File: src/rtl/instr_fetch.sv
// Instruction fetch stage for the CalcuTEC single-cycle core.
// Owns the PC, fetches words over a req/ack memory handshake, holds the
// fetched word for the control decoder, and redirects on taken branches.
//
// Handshakes:
//   imem_req/imem_ack : a fetch transfers on any cycle with imem_req=1 and
//                       imem_ack=1; imem_rdata is sampled on that edge. An ack
//                       without a request is ignored. A request may be
//                       withdrawn without an ack.
//   instr_valid/instr_ready : the held instruction is consumed on any cycle
//                       with both high; instr/instr_pc are stable while
//                       instr_valid=1 and instr_ready=0.
module instr_fetch #(
    parameter int                ADDR_W   = 32,
    parameter logic [ADDR_W-1:0] RESET_PC = '0
) (
    input  logic              clk,
    input  logic              rst,
    output logic              imem_req,
    output logic [ADDR_W-1:0] imem_addr,
    input  logic              imem_ack,
    input  logic [31:0]       imem_rdata,
    output logic              instr_valid,
    input  logic              instr_ready,
    output logic [31:0]       instr,
    output logic [3:0]        cond,
    output logic [1:0]        op,
    output logic [5:0]        funct,
    output logic [1:0]        sh,
    output logic [ADDR_W-1:0] instr_pc,
    input  logic              br_taken,
    input  logic [23:0]       br_imm24,
    output logic [31:0]       retired_cnt,
    output logic              dbg_state_o
);

    typedef enum logic {
        FETCH = 1'b0,
        VALID = 1'b1
    } state_e;

    state_e            state_q, state_d;
    logic [ADDR_W-1:0] pc_q, pc_d;
    logic [31:0]       instr_q, instr_d;
    logic [ADDR_W-1:0] instr_pc_q, instr_pc_d;
    logic [31:0]       retired_q, retired_d;

    logic              req_raw;
    logic              valid_raw;
    logic              load;
    logic signed [25:0] br_off26;
    logic [ADDR_W-1:0] br_off;
    logic [ADDR_W-1:0] br_target;

    // Branch target: word offset sign-extended, relative to instr_pc + 8.
    always_comb begin
        br_off26  = signed'({br_imm24, 2'b00});
        br_off    = ADDR_W'(br_off26);
        br_target = instr_pc_q + ADDR_W'(8) + br_off;
    end

    // Next-state and handshake logic; a load captures the word at pc.
    always_comb begin
        state_d    = state_q;
        pc_d       = pc_q;
        instr_d    = instr_q;
        instr_pc_d = instr_pc_q;
        retired_d  = retired_q;
        req_raw    = 1'b0;
        valid_raw  = 1'b0;
        load       = 1'b0;
        case (state_q)
            FETCH: begin
                req_raw = 1'b1;
                if (imem_ack) begin
                    load    = 1'b1;
                    state_d = VALID;
                end
            end
            VALID: begin
                valid_raw = 1'b1;
                if (instr_ready) begin
                    retired_d = retired_q + 32'd1;
                    if (br_taken) begin
                        // Redirect; the target is fetched from FETCH next cycle.
                        pc_d    = br_target;
                        state_d = FETCH;
                    end else begin
                        // Speculative fetch of pc (already instr_pc + 4).
                        req_raw = 1'b1;
                        if (imem_ack) begin
                            load = 1'b1;
                        end else begin
                            state_d = FETCH;
                        end
                    end
                end
            end
            default: state_d = FETCH;
        endcase
        if (load) begin
            instr_d    = imem_rdata;
            instr_pc_d = pc_q;
            pc_d       = pc_q + ADDR_W'(4);
        end
    end

    // State registers with synchronous reset; reset wins over any ack.
    always_ff @(posedge clk) begin
        if (rst) begin
            state_q    <= FETCH;
            pc_q       <= RESET_PC;
            instr_q    <= 32'd0;
            instr_pc_q <= RESET_PC;
            retired_q  <= 32'd0;
        end else begin
            state_q    <= state_d;
            pc_q       <= {pc_d[ADDR_W-1:2], 2'b00};
            instr_q    <= instr_d;
            instr_pc_q <= instr_pc_d;
            retired_q  <= retired_d;
        end
    end

    // Outputs: handshake outputs are suppressed during the reset cycle.
    always_comb begin
        imem_req    = req_raw & ~rst;
        instr_valid = valid_raw & ~rst;
        imem_addr   = pc_q;
        instr       = instr_q;
        cond        = instr_q[31:28];
        op          = instr_q[27:26];
        funct       = instr_q[25:20];
        sh          = instr_q[6:5];
        instr_pc    = instr_pc_q;
        retired_cnt = retired_q;
        dbg_state_o = state_q;
    end

endmodule

File: config.mk
export PLATFORM = sky130hd
export DESIGN_NAME = instr_fetch
export DESIGN_NICKNAME = d
export VERILOG_FILES = /design/src/rtl/instr_fetch.sv
export SDC_FILE = /design/constraint.sdc
export NUM_CORES = 1
export LEC_CHECK = 0
export ABC_CLOCK_PERIOD_IN_PS = 3200
export BUFFER_PORTS_ARGS = -buffer_cell sky130_fd_sc_hd__clkbuf_2
export CORE_MARGIN = 2
export CORE_UTILIZATION = 48
export CTS_CLUSTER_SIZE = 40
export DETAILED_ROUTE_END_ITERATION = 8
export PLACE_DENSITY = 0.8
export SLEW_MARGIN = 20
export SYNTH_ARGS = -nofsm -noshare
export SYNTH_HDL_FRONTEND = slang
export SYNTH_SLANG_ARGS = --single-unit
File: constraint.sdc
create_clock -name clk -period 3.2 [get_ports clk]
set_clock_uncertainty 0.05 [all_clocks]
set_input_delay 0.64 -clock clk [delete_from_list [all_inputs] [get_ports clk]]
set_output_delay 0.64 -clock clk [all_outputs]
set_load 0.01 [all_outputs]
# == Word-level counts from Yosys, hierarchy flattened ==
# Index checks and enable logic that the tools add are counted.
# Widths: inputs -> output; s select.
# word_totals
output_inout_bits,145
regBits,129
elab_cells,33
# op_classes
n_bitwise,4
addsub,4
reduce_logical,5
mux,14
# op_table
operator,count
$mux 32,4
$add 32x1->32 const B,1
$add 32x3->32 const B,1
$add 32x32->32,1
$add 32x4->32 const B,1
$mux 1,7
$pmux 1 s2,3
$reduce_bool 2->1,3
$reduce_and 3->1,1
$and 1x1->1,2
$not 1->1,2
$reduce_and 2->1,1

# == Longest topological paths before layout ==
# Gate-level depths: netlist of run 1.
# logic_depth
word_depth,6
depth_mapped,13

# == Worst setup path before layout of run 1 ==
# Ideal clock, no wire load.
# synth_timing
path_kind,input to register
startpoint,input br_imm24[1]
endpoint,register pc_q[21] (netlist: imem_addr[21])
path_stages,13
path_slack_ns,-0.014
arrival_time_ns,3.069
path_buffers,0
path_cell_list,inv_1 -> ha_1 -> inv_1 -> ha_1 -> inv_1 -> fa_1 -> nor2b_1 -> o2111ai_1 -> a2111oi_2 -> nor3_2 -> and2_0 -> o31a_1 -> a221oi_1
# synth_between
elab_chain_len,5
# synth_lines
item,line,text
"start, declared",32,"input logic [23:0] br_imm24,"
$add 32x32->32,59,br_target = instr_pc_q + ADDR_W'(8) + br_off;
$mux 32,84,if (br_taken) begin
$mux 32,82,if (instr_ready) begin
$mux 32,72,case (state_q)
$mux 32,101,if (load) begin
"end signal, assigned",118,"pc_q <= {pc_d[ADDR_W-1:2], 2'b00};"
"end, declared",43,"logic [ADDR_W-1:0] pc_q, pc_d;"
# No other way between the ends. The select of a mux whose other input is x is not followed.
# A chain may end at the register's enable or synchronous reset.

# == Worst setup path in the final report of run 1 ==
# layout_timing
startpoint,register instr_pc_q[3] (netlist: instr_pc[3])
endpoint,register pc_q[25] (netlist: imem_addr[25])
# layout_between
elab_chain_len,6
# layout_lines
item,line,text
"start, declared",45,"logic [ADDR_W-1:0] instr_pc_q, instr_pc_d;"
"start signal, assigned",120,instr_pc_q <= instr_pc_d;
$add 32x4->32,59,
$add 32x32->32,59,
$mux 32,84,
$mux 32,82,
$mux 32,72,
$mux 32,101,
# No other way between the ends. The select of a mux whose other input is x is not followed.

==> results of run 1 <==
worst max-delay path, stage by stage (launching register included):
cell       delay [ns]
dfxtp_1          0.35
inv_1            0.06
ha_1             0.28
inv_1            0.06
ha_1             0.17
inv_1            0.06
fa_2             0.36
nor2b_4          0.17
o2111ai_4        0.15
a2111oi_4        0.34
nor3_2           0.12
a211oi_1         0.33
o21ai_0          0.12
a32o_1           0.26
worst paths after layout:
kind                                    start            end  slack, ns  cells past startpoint
worst min-delay path            imem_rdata[5]       instr[5]       0.39                      3
worst min register to register      instr[16]      instr[16]       0.40                      2
worst max register to register    instr_pc[3]  imem_addr[25]       0.23                     13
worst max-delay path              instr_pc[3]  imem_addr[25]       0.23                     13
stage by stage:
stage          area (µm²)  hold slack (ns)  instances  total power, mW
2_1_floorplan        7396           0.4305        936            1.958
3_3_place_gp         8478           0.3918       1283            2.110
3_5_place_dp         8478           0.3970       1283            2.117
4_1_cts              9121           0.3697       1315            4.200
5_1_grt              9156           0.3800       1315            4.318
6_report             9156           0.3874       1315            4.176
cells by family after synthesis:
logic type	count (synthesis)
mux	13
other cells	1
buf+inv	84
fa+ha+maj	60
xor+xnor	45
simple gates	374
flops	125
compound gates	231
sequential cells by signal, summed over array words and instances, names as in the netlist:
name,cells
instr,32
instr_pc,30
imem_addr,30
dbg_state_o,1
retired_cnt,32
where the power goes:
| group | internal [mW] | switching, mW |
|---|---|---|
| Combinational | 0.174 | 0.276 |
| Clock | 1.35 | 0.730 |
| Sequential | 1.60 | 0.0440 |
| Total | 3.13 | 1.05 |
cell usage in the layout, fill, tap and decap left out, drive strengths merged, types with 9 or more instances in the layout:
| cell type | synthesis | layout |
|---|---|---|
| o211ai | 12 | 12 |
| inv | 21 | 22 |
| nand2 | 179 | 179 |
| clkbuf | 38 | 220 |
| nand3 | 36 | 36 |
| xor2 | 22 | 22 |
| nor2 | 71 | 71 |
| dfxtp | 125 | 125 |
| and3 | 9 | 9 |
| o22ai | 10 | 10 |
| a21oi | 107 | 107 |
| nor3 | 9 | 9 |
| buf | 24 | 22 |
| xnor2 | 23 | 23 |
| mux2i | 9 | 9 |
| nand4 | 21 | 21 |
| a21o | 10 | 10 |
| o21ai | 34 | 34 |
| ha | 59 | 59 |
| or3 | 14 | 14 |
area by class of cell:
class | instances | area, µm²
multi-input combinational | 727 | 4531
clock inverter | 12 | 186.4
fill | 1359 | 5933
inverter | 21 | 78.83
clock buffer | 20 | 456.7
sequential | 125 | 2502
tap | 188 | 235.2
timing repair buffer | 222 | 1166
layer usage:
layer  vias to the layer above  global-route usage  share of wire
li1                       3654                   -              -
met4                         0             0.08662          0.023
met1                      3462              0.3236           0.44
met2                       310              0.4108           0.47
met5                         -                   0              0
met3                        42             0.05593          0.071
==> metrics.cfg, run 1 <==
[outcome]
run_status = complete, no violations

[grt]
grt_pass1_wl_um = 33030
grt_overflow_total = 0
antenna_found_initial = 0
track_usage = 0.2496
grt_pass1_vias = 6779
grt_max_degree = 66

[clock_network]
cts_tree = done
cts_setup_buffers = 0
htree_levels = 4
cts.sink_count = 125
cts_root_buffer = clkbuf_16
clock_latency_ns = 0.42
holdBufCountCts = 0
cts_resized = 0
clk_pin_slew_ns = 0.06
clockBufferDepth = 2
cts_buffers = 17

[routing]
final_antenna_net_count = 0
routed_via_density = 5.679
dr.pass1.iters = 5
wl_per_cell_um = 15.70
vias = 7468
wirelength_um = 20650
drc_errors = 0
drtIter0Drc = 541

[logic_synthesis]
synth_compound_area_frac = 0.1943
synthMuxAreaShare = 0.01833
syn_area_per_cell_um2 = 7.903
synthAdderAreaFrac = 0.1028
synthArstFlopShare = 0
yosys.area_share.xor_xnor = 0.05345
yosysWarnings = 0
synth_edf_count = 0
ys_seq_area_frac = 0.3394
synth_top_family_by_area = simple AND/OR/NAND/NOR gates
synthFlopType = dfxtp_1
synth_top_area_cell = dfxtp_1
synth-seq-cells = 125
synth_most_common_cell = nand2_1
syn-instance-count = 933
synthTopCellsByArea = dfxtp_1, ha_1, nand2_1, a21oi_1, nor2_1
netlist.area_leader.share = 0.3394
mappedNetlistArea_um2 = 7373
ys_top_cells_by_count = nand2_1, dfxtp_1, a21oi_1
synth_simple_gate_area_frac = 0.2357
synth.distinct_cells = 73

[floorplanning]
dieArea_um2 = 16370
top_level_ports = 206
initial_core_util = 0.4886
core_area_um2 = 15090
rows = 45
die_w_um = 127.9
die_y_um = 127.9

[placement]
dp_hpwl_um = 15040
pre_cts_slack_ns = -0.2515
place_congestion = 0.9417
io_buffers = 201

[worst_setup_path]
startpoint_type = flop
arrival_ns = 3.23
required_ns = 3.46
end_kind = flop
path_max_fanout = 3
path_class = reg -> reg

[cells_and_area]
area_growth_pct = 24.18
drive_gt1_frac = 0.2555
nNetsFinal = 1235
antenna-diode-count = 0
fin_util = 0.6068

[sta]
maxSlewViolCount = 0
slew_headroom = 0.5197
fin_tns_setup_ns = 0
fmax_ghz = 0.3367
rsz0062_at_grt = false
layout_setup_ws_ns = 0.2296
hold_viol_final = 0
worst_pin_slew_ns = 0.7205
fin_crit_sh = 0.9282
finalSetupViolations = 0
period_minus_slack_ns = 2.970

[power]
power_density_nw_per_um2 = 456.1
vdd_drop_max_v = 0.0003616
power_leakage_nw = 3.972

[hold_path]
hp-class = in -> reg

[job]
drv_cap = 0

No activity file was read; power rests on OpenSTA's default activity.
==> run 2: changes to the inputs <==
ABC_CLOCK_PERIOD_IN_PS = 3400   (was 3200)
CORE_UTILIZATION = 53   (was 48)
PLACE_DENSITY = 0.84   (was 0.8)
clock period = 3.4 ns   (was 3.2 ns; I/O delays follow)
==> run 2 against run 1 <==
  * Design area down 0.67%
  * Setup slack got worse by 0.022 ns
  * Count of clock-buffer cells in the layout is the same
  * Clock power fell by 4%
  * Final cell count is 0.91% lower
  * Sequential share of layout area grew 0.18 points
  * Sequential power down 5%
==> metrics.cfg, run 2 (synthesized netlist as in run 1, its figures left out) <==
[outcome]
run_status = complete, no violations

[sta]
fmax_ghz = 0.3132  ; -7.0%
period_minus_slack_ns = 3.193  ; +0.2224 ns
worst_pin_slew_ns = 0.7332  ; +0.01272 ns
fin_crit_sh = 0.9391  ; +0.01082
hold_viol_final = 0  ; unchanged
slew_headroom = 0.5112  ; -0.008478
finalSetupViolations = 0  ; unchanged
fin_tns_setup_ns = 0  ; unchanged
maxSlewViolCount = 0  ; unchanged

[clock_network]
cts_resized = 0  ; unchanged
cts_buffers = 17  ; unchanged
htree_levels = 4  ; unchanged
clockBufferDepth = 2  ; unchanged
holdBufCountCts = 0  ; unchanged
cts.sink_count = 125  ; unchanged
clk_pin_slew_ns = 0.06  ; about the same
cts_setup_buffers = 0  ; unchanged
clock_latency_ns = 0.42  ; about the same
cts_root_buffer = clkbuf_16
cts_tree = done

[worst_setup_path]
cp.depth = 13  ; unchanged
crit_end = imem_addr[21]
r2r_slack_ns = 0.21  ; -0.02 ns
arrival_ns = 3.47  ; +0.24 ns
cp.buffers_inverters = 3  ; unchanged
cp_top_family = compound AO/OA/AOI/OAI gates
path_class = reg -> reg
rr_worst_depth = 13  ; unchanged
slowest_stage = fa_1
critical_path.most_common_cell = inv_1
end_kind = flop
r2r_end = imem_addr[21]
crit_chain = inv_1 > ha_1 > inv_1 > ha_1 > inv_1 > fa_1 > nor2b_1 > o2111ai_2 > a2111oi_4 > nor3_2 > and2_0 > o31a_1 > a221oi_1
startpoint_type = flop
path_max_fanout = 4  ; +1
required_ns = 3.68  ; +0.22 ns
reg2reg_from = instr_pc[3]
max_stage_delay_ns = 0.41  ; +0.05 ns
crit_start = instr_pc[3]

[hold_path]
hp-class = reg -> reg

[floorplanning]
dieArea_um2 = 14870  ; -9.1%
core_area_um2 = 13720  ; -9.1%
initial_core_util = 0.5374  ; +0.04880
top_level_ports = 206  ; unchanged
die_w_um = 122.0  ; -4.7%
rows = 43  ; -4.4%
die_y_um = 122.0  ; -4.7%

[power]
switchingPower_mw = 0.9935  ; -5.4%
p_seq_frac = 0.392  ; -0.002
p_sw_frac = 0.2515  ; about the same
power_density_nw_per_um2 = 434.3  ; -4.8%
p_clk_frac = 0.504  ; +0.006
power_leakage_nw = 3.956  ; -0.40%
power_frac_comb = 0.105  ; -0.003
intPower_mw = 2.956  ; -5.4%
vdd_drop_max_v = 0.0003094  ; -14%

[grt]
track_usage = 0.2666  ; +0.01691
grt_overflow_total = 0  ; unchanged
antenna_found_initial = 0  ; unchanged
grt_max_degree = 68  ; +3.0%
grt_pass1_wl_um = 31950  ; -3.3%
grt_pass1_vias = 6522  ; -3.8%

[placement]
io_buffers = 201  ; unchanged
dp_hpwl_um = 14170  ; -5.8%
dp.cells = 1271  ; -0.94%
place_congestion = 0.9205  ; -2.3%

[cells_and_area]
nNetsFinal = 1231  ; -0.32%
area_growth_pct = 23.35
final_cell_mix = clkbuf_2, nand2_1, dfxtp_1
final_common_cell = clkbuf_2
stdcell_count = 1303  ; -0.91%
antenna-diode-count = 0  ; unchanged
drive_gt1_frac = 0.2511  ; -0.004433
fin_util = 0.6629  ; +0.05613

[routing]
dr.pass1.iters = 5  ; unchanged
routed_via_density = 5.696  ; +0.30%
drtIter0Drc = 726  ; +34%
wl_per_cell_um = 15.41  ; -1.8%
wirelength_um = 20090  ; -2.7%
drc_errors = 0  ; unchanged
final_antenna_net_count = 0  ; unchanged
vias = 7422  ; -0.62%

[job]
drv_cap = 0  ; unchanged

-- run 2: changes by cell type in the layout (fill, tap and decap cells not counted), sizes merged --
cell    before  now
buf         22   18
clkinv       4    2
inv         22   24
-- run 2: per-layer routing --
layer / wire length (µm) / vias up / track usage
met5: 0 / - / 0
met4: 513 / 0 / 0.1042
met3: 1468 / 51 / 0.05571
met2: 9172 / 307 / 0.4138
met1: 8931 / 3429 / 0.3630
li1: - / 3635 / -
-- run 2: power groups by stage --
stage | Combinational [mW] | Sequential (mW) | Clock (mW)
6_report | 0.413 | 1.55 | 1.99
5_1_grt | 0.459 | 1.55 | 2.09
4_1_cts | 0.411 | 1.55 | 2.01
3_5_place_dp | 0.407 | 1.58 | 0
3_3_place_gp | 0.402 | 1.58 | 0
2_1_floorplan | 0.254 | 1.59 | 0
-- run 2: worst min-delay path by stage --
stage	cells after the start	start	end	slack, ns
finish	2	instr[9]	instr[9]	0.40
global route	3	imem_rdata[25]	instr[25]	0.42
CTS	2	instr[9]	instr[9]	0.41
detailed placement	2	instr[9]	instr[9]	0.40
global placement	2	instr[8]	instr[8]	0.39
floorplan	2	instr[0]	instr[0]	0.43
-- run 2: stage by stage --
| step | setup slack, ns | total power, mW | instance area (µm²) | hold WS (ns) |
|---|---|---|---|---|
| 4_1_cts | 0.2419 | 3.970 | 9076 | 0.4065 |
| 3_5_place_dp | -0.1002 | 1.985 | 8427 | 0.3981 |
| 5_1_grt | -0.03136 | 4.102 | 9095 | 0.4207 |
| 6_report | 0.2072 | 3.950 | 9095 | 0.4040 |
| 2_1_floorplan | 0.1460 | 1.842 | 7385 | 0.4305 |
| 3_3_place_gp | -0.05504 | 1.978 | 8427 | 0.3915 |
-- run 2: area by class of cell --
type	count	area, µm²
multi-input combinational	727	4503
clock buffer	20	466.7
tap	180	225.2
timing repair buffer	218	1136
inverter	21	78.83
fill	1187	4624
sequential	125	2502
clock inverter	12	182.7
-- run 2: worst register-to-register path: cells and delay by family (launching register included) --
kind,cells,cell delay (ns)
compound gates,4,1.16
buf+inv,3,0.17
simple gates,3,0.55
flops,1,0.34
fa+ha+maj,3,0.84
